`src/rtl/i2c_slave_regif.sv`:
```
// I2C target: master writes become 6-bit register strobes, master reads fetch from the register read port.
// Bus events act 3 CLK after the pins; no backpressure, SCL phases must last >= 8 CLK.
module i2c_slave_regif #(
  parameter logic [6:0] I2C_ADDR7 = 7'h41,
  parameter logic [1:0] A_TAG     = 2'b00,
  parameter logic [1:0] D_TAG     = 2'b01
) (
  input  logic       CLK,
  input  logic       GSRn,
  input  logic       SCL_I,
  input  logic       SDA_I,
  output logic       SDA_OE,
  output logic       WR_EN,
  output logic [5:0] WR_ADDR,
  output logic [5:0] WR_DATA,
  output logic       RD_EN,
  output logic [5:0] RD_ADDR,
  input  logic [7:0] RD_DATA,
  output logic       BUSY
);

  typedef enum logic [3:0] {
    S_IDLE,
    S_ADDR,
    S_ADDR_ACK,
    S_WR_BYTE,
    S_WR_ACK,
    S_RD_LOAD,
    S_RD_BYTE,
    S_RD_ACK,
    S_IGNORE
  } state_t;

  state_t     state;
  logic       scl_s1, scl_s2, scl_d;
  logic       sda_s1, sda_s2, sda_d;
  logic [7:0] shift;
  logic [3:0] cnt;
  logic [5:0] ptr;
  logic [1:0] ld_ph;
  logic       ack_on;
  logic       rw;
  logic       rd_first;

  logic       scl_rise, scl_fall, sda_rise, sda_fall;
  logic       start_det, stop_det;
  logic [7:0] rx_byte;

  always_ff @(posedge CLK or negedge GSRn) begin
    if (!GSRn) begin
      scl_s1 <= 1'b1;
      scl_s2 <= 1'b1;
      scl_d  <= 1'b1;
      sda_s1 <= 1'b1;
      sda_s2 <= 1'b1;
      sda_d  <= 1'b1;
    end else begin
      scl_s1 <= SCL_I;
      scl_s2 <= scl_s1;
      scl_d  <= scl_s2;
      sda_s1 <= SDA_I;
      sda_s2 <= sda_s1;
      sda_d  <= sda_s2;
    end
  end

  assign scl_rise  = scl_s2 & ~scl_d;
  assign scl_fall  = ~scl_s2 & scl_d;
  assign sda_rise  = sda_s2 & ~sda_d;
  assign sda_fall  = ~sda_s2 & sda_d;
  // SCL must be stable high across the SDA transition for a bus condition.
  assign start_det = sda_fall & scl_s2 & scl_d;
  assign stop_det  = sda_rise & scl_s2 & scl_d;
  assign rx_byte   = {shift[6:0], sda_s2};

  always_ff @(posedge CLK or negedge GSRn) begin
    if (!GSRn) begin
      state    <= S_IDLE;
      SDA_OE   <= 1'b0;
      WR_EN    <= 1'b0;
      WR_ADDR  <= 6'd0;
      WR_DATA  <= 6'd0;
      RD_EN    <= 1'b0;
      RD_ADDR  <= 6'd0;
      BUSY     <= 1'b0;
      shift    <= 8'd0;
      cnt      <= 4'd0;
      ptr      <= 6'd0;
      ld_ph    <= 2'd0;
      ack_on   <= 1'b0;
      rw       <= 1'b0;
      rd_first <= 1'b0;
    end else begin
      WR_EN <= 1'b0;
      RD_EN <= 1'b0;
      if (stop_det) begin
        state  <= S_IDLE;
        SDA_OE <= 1'b0;
        BUSY   <= 1'b0;
        ack_on <= 1'b0;
      end else if (start_det) begin
        state  <= S_ADDR;
        cnt    <= 4'd0;
        SDA_OE <= 1'b0;
        ack_on <= 1'b0;
      end else begin
        case (state)
          S_IDLE: ;
          S_ADDR: begin
            if (scl_rise) begin
              shift <= rx_byte;
              if (cnt == 4'd7) begin
                cnt <= 4'd0;
                if (rx_byte[7:1] == I2C_ADDR7) begin
                  BUSY  <= 1'b1;
                  rw    <= rx_byte[0];
                  state <= S_ADDR_ACK;
                end else begin
                  state <= S_IGNORE;
                end
              end else begin
                cnt <= cnt + 4'd1;
              end
            end
          end
          S_ADDR_ACK, S_WR_ACK: begin
            // First falling edge pulls SDA low, the second one ends the ACK clock.
            if (scl_fall) begin
              if (!ack_on) begin
                SDA_OE <= 1'b1;
                ack_on <= 1'b1;
              end else begin
                SDA_OE <= 1'b0;
                ack_on <= 1'b0;
                cnt    <= 4'd0;
                if (state == S_ADDR_ACK && rw) begin
                  state    <= S_RD_LOAD;
                  ld_ph    <= 2'd0;
                  rd_first <= 1'b1;
                end else begin
                  state <= S_WR_BYTE;
                end
              end
            end
          end
          S_WR_BYTE: begin
            if (scl_rise) begin
              shift <= rx_byte;
              if (cnt == 4'd7) begin
                cnt   <= 4'd0;
                state <= S_WR_ACK;
                if (rx_byte[7:6] == A_TAG) begin
                  ptr <= rx_byte[5:0];
                end else if (rx_byte[7:6] == D_TAG) begin
                  WR_EN   <= 1'b1;
                  WR_ADDR <= ptr;
                  WR_DATA <= rx_byte[5:0];
                end
              end else begin
                cnt <= cnt + 4'd1;
              end
            end
          end
          S_RD_LOAD: begin
            if (ld_ph == 2'd0) begin
              RD_EN   <= 1'b1;
              RD_ADDR <= ptr;
              ld_ph   <= 2'd1;
            end else if (ld_ph == 2'd1) begin
              ld_ph <= 2'd2;
            end else begin
              shift <= RD_DATA;
              state <= S_RD_BYTE;
              // After the address ACK SCL is already low, so the MSB goes out now;
              // after a master ACK SCL is still high and the MSB waits for the fall.
              if (rd_first) begin
                SDA_OE <= ~RD_DATA[7];
                cnt    <= 4'd1;
              end else begin
                cnt <= 4'd0;
              end
            end
          end
          S_RD_BYTE: begin
            if (scl_fall) begin
              if (cnt == 4'd8) begin
                SDA_OE <= 1'b0;
                state  <= S_RD_ACK;
              end else if (cnt == 4'd0) begin
                SDA_OE <= ~shift[7];
                cnt    <= 4'd1;
              end else begin
                shift  <= {shift[6:0], 1'b0};
                SDA_OE <= ~shift[6];
                cnt    <= cnt + 4'd1;
              end
            end
          end
          S_RD_ACK: begin
            if (scl_rise) begin
              if (!sda_s2) begin
                ptr      <= ptr + 6'd1;
                state    <= S_RD_LOAD;
                ld_ph    <= 2'd0;
                rd_first <= 1'b0;
              end else begin
                state <= S_IGNORE;
              end
            end
          end
          S_IGNORE: SDA_OE <= 1'b0;
          default:  state <= S_IDLE;
        endcase
      end
    end
  end

endmodule

```
`config.mk`:
```
export PLATFORM = sky130hd
export DESIGN_NAME = i2c_slave_regif
export DESIGN_NICKNAME = d
export VERILOG_FILES = /design/src/rtl/i2c_slave_regif.sv
export SDC_FILE = /design/constraint.sdc
export NUM_CORES = 1
export LEC_CHECK = 0
export BUFFER_PORTS_ARGS = -buffer_cell sky130_fd_sc_hd__clkbuf_2
export CORE_MARGIN = 2
export CORE_UTILIZATION = 65
export CTS_BUF_LIST = sky130_fd_sc_hd__clkbuf_8
export DETAILED_ROUTE_END_ITERATION = 7
export MAX_ROUTING_LAYER = met4
export PLACE_DENSITY = 0.9
export SETUP_SLACK_MARGIN = 0.15
export SYNTH_ARGS = -nofsm -noshare
export SYNTH_HDL_FRONTEND = slang
export SYNTH_SLANG_ARGS = --single-unit
```
`constraint.sdc`:
```
create_clock -name CLK -period 6.2 [get_ports CLK]
set_clock_uncertainty 0.15 [all_clocks]
set_input_delay 0.62 -clock CLK [delete_from_list [all_inputs] [get_ports CLK]]
set_output_delay 0.62 -clock CLK [all_outputs]
set_load 0.01 [all_outputs]
```
### Yosys cells after proc, flatten, opt, wreduce, memory -nomap -nowiden

Cells that the tools add are included.

| storage, ports and cells | value |
|---|---|
| word-level logic and storage cells | 209 |
| input port bits | 12 |
| flip-flop bits (word level) | 55 |

| cells by class | value |
|---|---|
| reduce and logical (&&, ||, !) cells | 32 |
| bitwise logic cells | 18 |
| add/sub/neg operators | 2 |
| equal/unequal tests | 49 |
| multiplexer cells | 87 |

Operator list:

| operator | count |
|---|---|
| 2-to-1 mux 4 bit | 25 |
| 2-to-1 mux 8 bit | 6 |
| != test 4 bit, second input constant | 12 |
| 2-to-1 mux 1 bit | 36 |
| 2-to-1 mux 6 bit | 5 |
| case mux 4 bit (7 select lines) | 1 |
| AND reduction 9 bit | 3 |
| != test 2 bit, second input constant | 13 |
| case mux 8 bit (3 select lines) | 1 |
| != test 3 bit, second input constant | 7 |
| equality test 4 x 3 -> 1 bit, second input constant | 5 |
| case mux 4 bit (4 select lines) | 1 |
| AND reduction 8 bit | 2 |
| 2-to-1 mux 2 bit | 7 |
| case mux 6 bit (2 select lines) | 1 |
| AND reduction 12 bit | 1 |
| AND reduction 6 bit | 2 |
| nonzero test 2 bit | 6 |
| nonzero test 3 bit | 4 |
| NOT 1 bit | 10 |
| bitwise AND 1 bit | 8 |
| equality test 4 x 2 -> 1 bit, second input constant | 2 |
| equality test 4 bit, second input constant | 2 |
| zero test 4 bit | 2 |
| other kinds (20) | 26 |

### Longest topological paths before layout

| depth | value |
|---|---|
| word-level depth | 8 |
| gate-level depth with buffers | 8 |
| mapped depth without buffers | 7 |

### Worst setup path before layout

Ideal clock, no wire load.

| timing | value |
|---|---|
| path type | reg2reg |
| start | register scl_d |
| end | register state[1] |
| buffers on the path | 1 |
| slack | 4.145 ns |
| library setup time | 0.127 ns |
| cell stages (with the launch flop) | 7 |
| required time | 5.923 ns |
| arrival | 1.778 ns |
| cell sequence | dfstp_2 > buf_4 > and3b_1 > nor4_2 > nor4_2 > o21a_1 > mux2_1 |

| on the way | value |
|---|---|
| word-level cells in the longest chain between the ends | 4 |
| elaborated cells on any way between the ends | 20 |
| classes of those cells | eq/ne: 12; mux: 2; bitwise: 5; reduce/logical: 1 |

RTL lines:

| item | RTL line | source |
|---|---|---|
| start, declared | 35 | `logic scl_s1, scl_s2, scl_d;` |
| start signal, assigned | 60 | `scl_d <= scl_s2;` |
| NOT 1 bit | 67 | `assign scl_rise = scl_s2 & ~scl_d;` |
| bitwise AND 1 bit | 67 |  |
| != test 4 bit (no source line) | -- |  |
| AND reduction 12 bit (no source line) | -- |  |
| end signal, assigned | 78 | `state <= S_IDLE;` |
| end signal, assigned | 97 | `state <= S_IDLE;` |
| end signal, assigned | 102 | `state <= S_ADDR;` |
| end, declared | 34 | `state_t state;` |

Several ways; a longest one is shown, not always the timed one.
A chain may end at the register's enable or synchronous reset.

### Worst setup path after layout

| timing | value |
|---|---|
| start | register state[1] |
| end | register shift[6] |

| on the way | value |
|---|---|
| word-level cells in the longest chain between the ends | 4 |
| elaborated cells on any way between the ends | 14 |
| classes of those cells | eq/ne: 10; mux: 1; reduce/logical: 3 |

RTL lines:

| item | RTL line | source |
|---|---|---|
| equality test 4 x 2 -> 1 bit or equality test 4 x 1 -> 1 bit (tied branches) | 107 | `case (state)` |
| OR reduction 2 bit (no source line) | -- |  |
| != test 2 x 1 -> 1 bit (no source line) or nonzero test 3 bit (tied branches) | -- |  |
| AND reduction 9 bit (no source line) | -- |  |
| end signal, assigned | 111 | `shift <= rx_byte;` |
| end signal, assigned | 148 | `shift <= rx_byte;` |
| end signal, assigned | 193 | `shift <= {shift[6:0], 1'b0};` |
| end, declared | 37 | `logic [7:0] shift;` |

Several ways; a longest one is shown, not always the timed one.

==> results.md <==
- RSZ-0062 raised after global routing: false
- Postcts setup bufs: 0
- Layout cells sized above 1: roughly a quarter
- Area of the multi-input gates: 1630 µm²
- Setup TNS: 0 ns
- DR vias/cell: around 6.6
- Register area share after synthesis: a little over two fifths
- Synth area leaders: dfrtp_1 39%, mux2_2 7.1%, dfstp_2 5.0%
- Crit-path slowest cell: dfrtp_1
- Met3 routed WL: roughly 570 µm
- Cell count after synthesis: 316
- DIE HEIGHT: around 74 µm
- Inserted Clock Buffers: 5
- #FFs+latches synth: between 50 and 60
- FILL cells: 336
- Initial antenna violation count: 0
- # rows: 25
- Vias in the first global route: 2501
- Starting density of the core: between 60% and 70%
- Req. time, crit path: approximately 6.2 ns
- Finish-stage setup viols: 0
- Synth cell types: 68
- Clk_lat worst skew: around 0.31 ns
- Post-Route Utilization: about 70%
- Yosys top cell by area: dfrtp_1
- CTS max path bufs: 2
- Global-route wire length before repair: around 12000 µm
- Synthesis Warnings: 0
- Hold Vio Cnt, Final: 0
- Delay-heaviest family, CP: simple AND/OR/NAND/NOR gates
- Maxcap violations: 0
- Ys flop type: dfrtp_1
- Wire per inst: ~19 µm
- Layout overhead on the synthesized area: 6.73%
- Clk sinks: 55
- Residual DRC: 0
- Yosys top cell area share: roughly two fifths
- Total gr overflow: 0
- Delay of the slowest cell on the worst path: just under 0.9 ns
- Core area: ~4700 µm²
- Leak Pwr: roughly 1.6 nW
- DIE AREA: roughly 5400 µm²
- Cell area after layout: about 3400 µm²
- I/O pin cnt: 34
- Placed instance area: ~3300 µm²
- Power Density: approximately 290 nW/µm²
- Hold Slack: 0.212 ns
- Arr. time, crit path: roughly 2.7 ns
- Async SR Flop Fraction: 100%
- Tmin final: around 2.7 ns
- CP max FO: 27
- Least-Margin Pin Slew: ~0.8 ns
- Critical Path Sink Type: register
- Setup CP Type: reg2reg
- Routed wl met2: 3500 µm
- CP Cell Sequence: and4bb_2, nand2b_2, nand4_1, nand2_1, o21ai_1
- Die Width: 73.7 µm
- Ant diodes: 0
- Hpwl dp: 5170 µm
- Drt pass-1 iters: 7
- GRT Util Overall: 29.8%
- Max Used Layer: met4
- Hold WC Path Type: reg2reg
- CTS Root Cell: clkbuf_8
- Tcrit/Tclk final: a little over two fifths
- Antenna Nets Post-Route: 0
- Clk slew on worst S/H paths: approximately 0.09 ns
- M1 wire length: between 3000 and 4000 µm
- Cts hold-fix bufs: 0
- CTS tree: yes
- Commonest cells after routing, fill and taps aside: 49 x dfrtp_1, 33 x clkbuf_2, 26 x nand2_1, 24 x o21ai_0, 20 x mux2_2
- Slew margin rel.: between 40% and 50%
- Post-CTS Resized: 0
- DR vias: between 2000 and 3000
- Outcome: completed
- Max-slew violation count: 0
- Total Power: around 1000 µW
- Startpoint type of the worst setup path: register
- Seq. cell area: 1380 µm²
- Largest net degree at the start of global routing: 56
- Net Count, Synth: between 300 and 400
- VDD IR max: roughly 0.23 mV
- CP bufs+invs: 0
- Post-synth EDFFs: 0
- Fmax: approximately 380 MHz
- Initial DRC Count: about 260
- NumNets Final: around 350
- Commonest non-fill, non-tap cell in the layout: dfrtp_1
- Syn_area_per_cell: 10.0 µm²
- GP Congestion: ~0.94
- Cell Area, Synth: 3160 µm²
- H-Tree Depth: 2
- Routed WL: roughly 7300 µm
- Port bufs: 33
==> logic make-up (layout without fill, tap and decap cells) <==
logic type | count (synthesis) | in the layout | share of synthesized area, %
compound gates | 82 | 82 | 17.3
xor+xnor | 4 | 4 | 1.11
fa+ha+maj | 3 | 3 | 1.19
buf+inv | 29 | 51 | 4.63
flops | 55 | 55 | 43.8
mux | 28 | 28 | 9.70
simple gates | 115 | 115 | 22.3
==> cells in the mapped netlist (3+ instances only) <==
cell type / n
buf_4: 4
nand3_1: 10
and3b_1: 3
dfrtp_1: 49
or2_2: 4
inv_1: 9
mux2_2: 20
nor2b_1: 8
mux2i_1: 7
o21a_1: 5
nand2_1: 26
nor3_1: 8
a311oi_1: 4
ha_1: 3
a31oi_1: 5
o21ai_1: 3
nand2b_1: 4
buf_2: 12
a21o_1: 7
nand4_1: 4
and4b_1: 3
o21ai_0: 24
nor2_1: 16
dfstp_2: 6
a21oi_1: 15
xor2_1: 3
==> state kept, by name, summed over array words and instances (netlist names), 2 cells and up <==
name,cells
shift,8
state,4
RD_ADDR,6
cnt,4
WR_DATA,6
WR_ADDR,6
ptr,6
ld_ph,2
==> cell type report <==
type                            instances  share of cell area (%)
Inverter                                9                    1.00
Tap cell                               54                    2.00
Timing Repair Buffer                   34                    5.12
Sequential cell                        55                    41.0
Clock buffer                            5                    2.04
Multi-Input combinational cell        232                    48.3
Clock inverter                          3                   0.482
==> power breakdown <==
group	switching [mW]	leakage (nW)	internal (mW)
Sequential	0.0934	0.734	0.405
Clock	0.118	0.0511	0.0786
Combinational	0.154	0.767	0.126
==> worst reg2reg max path, delay by kind of cell (launching register included) <==
family / cells / cell delay, ns
AO/OA/AOI/OAI: 1 / 0.11
flip-flops: 1 / 0.88
AND/OR/NAND/NOR: 4 / 1.39
==> through the flow <==
stage | cells | setup WS, ns
after global routing | 392 | 3.34
after detailed placement | 384 | 3.59
after floorplan | 316 | 4.14
final | 392 | 3.54
after CTS | 392 | 3.58
after global placement | 384 | 3.69
==> worst paths after layout <==
kind	from	end	slack (ns)	cells after the start
max in group asynchronous	GSRn	state[0]$_DFFE_PN0P_	5.17	2
setup / recovery	state[1]$_DFFE_PN0P_	shift[6]$_DFFE_PN0P_	3.54	5
hold reg to reg	scl_s1$_DFF_PN1_	scl_s2$_DFF_PN1_	0.21	0
hold / removal	scl_s1$_DFF_PN1_	scl_s2$_DFF_PN1_	0.21	0
setup reg to reg	state[1]$_DFFE_PN0P_	shift[6]$_DFFE_PN0P_	3.54	5
min in group asynchronous	GSRn	state[3]$_DFFE_PN0P_	0.26	2
==> per-layer routing <==
| metal | global-route usage (%) | up-vias |
|---|---|---|
| met2 | 45.6 | 128 |
| li1 | - | 1194 |
| met3 | 7.27 | 15 |
| met1 | 38.5 | 1268 |
| met5 | - | - |
| met4 | 11.3 | 0 |
(Power assumes the default switching activity.)
